`config.mk`:
```
export PLATFORM = sky130hd
export DESIGN_NAME = fetch_stage
export DESIGN_NICKNAME = d
export VERILOG_FILES = /design/src/rtl/lego_pkg.sv /design/src/rtl/fetch_stage_pc_next_calc.sv /design/src/rtl/fetch_stage.sv
export SDC_FILE = /design/constraint.sdc
export NUM_CORES = 1
export LEC_CHECK = 0
export CAP_MARGIN = 20
export CORE_ASPECT_RATIO = 1.4
export CORE_MARGIN = 3
export CORE_UTILIZATION = 30
export DETAILED_ROUTE_END_ITERATION = 10
export GPL_TIMING_DRIVEN = 0
export PLACE_DENSITY = 0.58
export SYNTH_ARGS = -nofsm -noshare
export SYNTH_HDL_FRONTEND = slang
export SYNTH_HIERARCHICAL = 1
export SYNTH_SLANG_ARGS = --single-unit
```
`constraint.sdc`:
```
create_clock -name clk -period 4.21 [get_ports clk]
set_clock_uncertainty 0.05 [all_clocks]
set_input_delay 0.842 -clock clk [delete_from_list [all_inputs] [get_ports clk]]
set_output_delay 0.842 -clock clk [all_outputs]
set_load 0.03 [all_outputs]
```
`src/rtl/lego_pkg.sv`:
```
// Shared types and constants for the LEGv8 fetch front end.
// Used by fetch_stage and the reusable next-PC calculator.
package lego_pkg;

    typedef enum logic [1:0] {
        S_IDLE,
        S_REQ,
        S_EXEC,
        S_FAULT
    } fetch_state_t;

    localparam int INSTR_W    = 32;
    localparam int OPCODE_W   = 11;
    localparam int OPCODE_MSB = 31;
    localparam int OPCODE_LSB = 21;
    localparam int PC_INCR    = 4;
    localparam int BR_SHIFT   = 2;

    // Instructions are word aligned; any set low bit is a fault.
    function automatic logic is_misaligned(input logic [1:0] pc_lsb);
        return |pc_lsb;
    endfunction

endpackage

```
`src/rtl/fetch_stage_pc_next_calc.sv`:
```
// Combinational next-PC: sequential +4 or PC-relative branch (word offset << 2).
// Zero latency; no handshake. Arithmetic wraps modulo 2^ADDR_W.
module pc_next_calc
    import lego_pkg::*;
#(
    parameter int ADDR_W = 64
) (
    input  logic [ADDR_W-1:0] pc_i,
    input  logic              pc_src_i,
    input  logic [ADDR_W-1:0] branch_offset_i,
    output logic [ADDR_W-1:0] next_pc_o,
    output logic              misaligned_o
);

    logic [ADDR_W-1:0] seq_pc;
    logic [ADDR_W-1:0] br_pc;

    assign seq_pc       = pc_i + ADDR_W'(PC_INCR);
    assign br_pc        = pc_i + (branch_offset_i << BR_SHIFT);
    assign next_pc_o    = pc_src_i ? br_pc : seq_pc;
    assign misaligned_o = is_misaligned(next_pc_o[1:0]);

endmodule

```
`src/rtl/fetch_stage.sv`:
```
// LEGv8 fetch stage: holds the PC, fetches one word per step over req/ack, retires on commit.
// Fetch latency >= 1 cycle after req; next req issues the cycle after commit.
module fetch_stage
    import lego_pkg::*;
#(
    parameter int                ADDR_W   = 64,
    parameter logic [ADDR_W-1:0] RESET_PC = '0,
    parameter int                CNT_W    = 32
) (
    input  logic                clk,
    input  logic                rst,
    output logic                imem_req,
    output logic [ADDR_W-1:0]   imem_addr,
    input  logic                imem_ack,
    input  logic [INSTR_W-1:0]  imem_rdata,
    output logic [INSTR_W-1:0]  instr,
    output logic [OPCODE_W-1:0] op_code,
    output logic                instr_valid,
    input  logic                commit,
    input  logic                pc_src,
    input  logic [ADDR_W-1:0]   branch_offset,
    output logic [ADDR_W-1:0]   pc,
    output logic [CNT_W-1:0]    retired,
    output logic                fault
);

    fetch_state_t       state_q, state_d;
    logic [ADDR_W-1:0]  pc_q, pc_d;
    logic [INSTR_W-1:0] instr_q, instr_d;
    logic               instr_valid_q, instr_valid_d;
    logic               req_q, req_d;
    logic [CNT_W-1:0]   retired_q, retired_d;
    logic               fault_q, fault_d;

    logic [ADDR_W-1:0]  next_pc;
    logic               next_misaligned;

    pc_next_calc #(
        .ADDR_W (ADDR_W)
    ) u_pc_next (
        .pc_i            (pc_q),
        .pc_src_i        (pc_src),
        .branch_offset_i (branch_offset),
        .next_pc_o       (next_pc),
        .misaligned_o    (next_misaligned)
    );

    always_ff @(posedge clk or posedge rst) begin
        if (rst) begin
            state_q       <= S_IDLE;
            pc_q          <= RESET_PC;
            instr_q       <= '0;
            instr_valid_q <= 1'b0;
            req_q         <= 1'b0;
            retired_q     <= '0;
            fault_q       <= 1'b0;
        end else begin
            state_q       <= state_d;
            pc_q          <= pc_d;
            instr_q       <= instr_d;
            instr_valid_q <= instr_valid_d;
            req_q         <= req_d;
            retired_q     <= retired_d;
            fault_q       <= fault_d;
        end
    end

    // req is registered, so it is raised on the transition into S_REQ.
    always_comb begin
        state_d       = state_q;
        pc_d          = pc_q;
        instr_d       = instr_q;
        instr_valid_d = instr_valid_q;
        req_d         = req_q;
        retired_d     = retired_q;
        fault_d       = fault_q;

        unique case (state_q)
            S_IDLE: begin
                if (is_misaligned(pc_q[1:0])) begin
                    state_d = S_FAULT;
                    fault_d = 1'b1;
                end else begin
                    state_d = S_REQ;
                    req_d   = 1'b1;
                end
            end
            S_REQ: begin
                if (imem_ack) begin
                    instr_d       = imem_rdata;
                    instr_valid_d = 1'b1;
                    req_d         = 1'b0;
                    state_d       = S_EXEC;
                end
            end
            S_EXEC: begin
                if (commit) begin
                    pc_d          = next_pc;
                    retired_d     = retired_q + CNT_W'(1);
                    instr_valid_d = 1'b0;
                    if (next_misaligned) begin
                        state_d = S_FAULT;
                        fault_d = 1'b1;
                    end else begin
                        state_d = S_REQ;
                        req_d   = 1'b1;
                    end
                end
            end
            S_FAULT: begin
                req_d         = 1'b0;
                instr_valid_d = 1'b0;
                fault_d       = 1'b1;
            end
            default: begin
                state_d = S_IDLE;
            end
        endcase
    end

    assign imem_req    = req_q;
    assign imem_addr   = pc_q;
    assign pc          = pc_q;
    assign instr       = instr_q;
    assign op_code     = instr_q[OPCODE_MSB:OPCODE_LSB];
    assign instr_valid = instr_valid_q;
    assign retired     = retired_q;
    assign fault       = fault_q;

endmodule

```
==> qor.csv <==
metric;value;unit
Simple-Gate Fraction of Synth Area;0.1782;
Synth Net Count;1292;
reg2reg start;imem_addr[2];
largest net degree at the start of global routing;36;
cts hold-fix bufs;0;
Distinct cells, synth;75;
DRC;0;
Setup WS pre-CTS;-1094;ps
final RePlAce weighted congestion;0.8744;
critical path class;in2reg;
antenna violations before repair;0;
Slew headroom;0.3830;
clk_lat worst skew;440;ps
Setup violations, final;0;
die area;0.03687;mm2
adder-cell share of the synthesized area;0.08397;
share of the synthesized area in the top cell type;0.3209;
post-DP HPWL;26770;um
nets@finish;1619;
CP required;4480;ps
vias per cell;4.920;
Avg Inst Size Synth;9.243;um2
DR iter-0 viols;482;
synth cell count leaders;dfrtp_1 (133), mux2_2 (99), a21oi_1 (89);
XOR/XNOR Fraction of Synth Area;0.07094;
total negative slack;0;ps
Reg-to-Reg End;imem_addr[62];
cell family with most CP delay;compound AO/OA/AOI/OAI gates;
Reg2Reg Depth;12;
Worst-path clk slew;60;ps
max-slew violations;0;
FP Rows;79;
vias in the first global route;9784;
routed len/inst;17.22;um
crit end category;flop;
WP data arrival;4260;ps
grt ovf;0;
Die Height;226.0;um
share of layout cells above drive strength 1;0.1772;
r2r setup slk;850;ps
Achievable Freq;250.7;MHz
router iterations before antenna repair;5;
Netlist Area Pre-Place;0.01037;mm2
# clock sinks;133;
EDFF count, synth;0;
Crit path buffers/inverters;2;
Initial Utilization;0.3077;
period utilization;0.9476;
mux cell area share after synthesis;0.1094;
hold_sp;retired[31];
leakage power;0.006496;uW
root buffer cell;clkbuf_16;
Max-Cap Viols;0;
Async SR Flop Fraction;1.000;
non-filler cells, final;1907;
Syn Inst Count;1122;
Synth Area in Compound Gates;0.1542;
WHS Endpoint;retired[31];
top post-synthesis cells by area;dfrtp_1 (32%), mux2_2 (11%), ha_1 (8.2%);
status;finished clean;
Post-CTS Setup Bufs;0;
vias;9383;
register area share after synthesis;0.3209;
final hold vios;0;
Hold Path Depth;1;
Core Util, Final;0.4351;
first-pass GRT wire length;51590;um
fill count;3344;
#FFs+latches synth;133;
PostCTS Resize Cnt;6;
Longest Clk Path Bufs;2;
placed insts;1875;
core area;0.03371;mm2
Slowest cell on crit path;fa_1;
post-layout instance area;0.01467;mm2
area grow syn2layout;41.42;%
drt total wl;32840;um
dominant synthesized flop cell;dfrtp_1;
main combinational cell family by area after synthesis;simple AND/OR/NAND/NOR gates;
Max H-tree Level;4;
RSZ-0062 raised after global routing;true;
post-synth top area cell;dfrtp_1;
I/O pins;307;
Hold Path Class;reg2reg;
port buffer count;304;
die width;163.1;um
Worst setup SP type;input pin;
CTS tree;done;
n_diodes;0;
actual slew at the worst max-slew pin;917.0;ps
final worst slack;220.5;ps
CP max stage delay;440;ps
pwr/cell area;743.2;mW/mm2
most frequent cell after synthesis;dfrtp_1;
Num CTS Buffers;17;
Worst Path Max Fanout;10;
GR Util All Layers;0.1775;
Cell Chain, Critical Path;clkdlybuf4s15_2 > clkbuf_2 > nand2_1 > fa_1 > nand2b_1 > a21oi_1 > o21ai_2 > o311ai_4 > a32oi_1 > a211oi_1 > o2111ai_1 > nor3b_1 > mux2_2;
dpl cell area;0.01405;mm2
post-route ant nets;0;
crit path time final;3989;ps
Ys Warns;6;
Peak VDD IR;0.0003532;V
-- cell families (layout without fill, tap and decap cells) --
family | after synthesis | count (layout)
xor gates and xnor gates | 84 | 84
AOI/OAI and AO/OA | 243 | 243
adders and majority gates | 69 | 69
muxes | 101 | 101
DFF | 133 | 133
and+or+nand+nor | 345 | 345
buffers and inverters | 147 | 487
-- stage by stage --
step | total power [uW] | hold slack (ps)
after detailed placement | 9441 | 412.0
final | 10900 | 420.4
after global routing | 11630 | 441.1
after floorplan | 6891 | 508.7
after global placement | 9350 | 403.0
after CTS | 11020 | 422.5
-- worst max-delay path by stage --
stage	start	end	cells past startpoint
5_1_grt	pc_src	imem_addr[62]	13
4_1_cts	pc_src	imem_addr[62]	13
6_report	pc_src	imem_addr[62]	13
2_1_floorplan	pc_src	imem_addr[42]	12
3_3_place_gp	pc_src	imem_addr[60]	13
3_5_place_dp	pc_src	imem_addr[60]	13
-- routing by layer --
metal,up-vias,wire (um),track usage
li1,4599,-,-
met1,4486,12740,0.1946
met2,257,18160,0.3422
met3,41,1237,0.02917
met4,0,710,0.05951
met5,-,0,0
-- layout make-up --
cell class | instances | area (um2) | share of cell area
Multi-Input combinational cell | 842 | 6215 | 0.4237
Tap cell | 445 | 556.8 | 0.03796
Clock inverter | 13 | 136.4 | 0.009299
Clock buffer | 19 | 442.9 | 0.03020
Timing Repair Buffer | 308 | 3124 | 0.2130
Inverter | 30 | 116.4 | 0.007934
Sequential cell | 133 | 3328 | 0.2269
Buffer | 117 | 747.0 | 0.05093
-- cells in the final DEF, fill, tap and decap left out, types with 23 or more instances in the layout --
| master | count |
|---|---|
| o21ai_0 | 30 |
| and2_1 | 68 |
| nor2_1 | 55 |
| clkbuf_1 | 23 |
| mux2_2 | 99 |
| xor2_1 | 28 |
| nand2_1 | 74 |
| dfrtp_1 | 133 |
| nand3_1 | 28 |
| nand4_1 | 27 |
| nor3_1 | 25 |
| xnor2_1 | 56 |
| clkdlybuf4s50_1 | 303 |
| a21o_1 | 35 |
| ha_1 | 68 |
| buf_4 | 77 |
| inv_1 | 29 |
| a21oi_1 | 89 |
-- flip-flops by register name, indices dropped and copies added (netlist names) --
register	cells
fault	1
imem_addr	64
imem_req	1
instr	32
instr_valid	1
retired	32
state_q	2
-- where the power goes --
group / internal, uW / switching (uW)
Clock: 848 / 649
Sequential: 1770 / 507
Combinational: 3230 / 3900
Total: 5840 / 5060
Power figures use the tool's default switching activity.
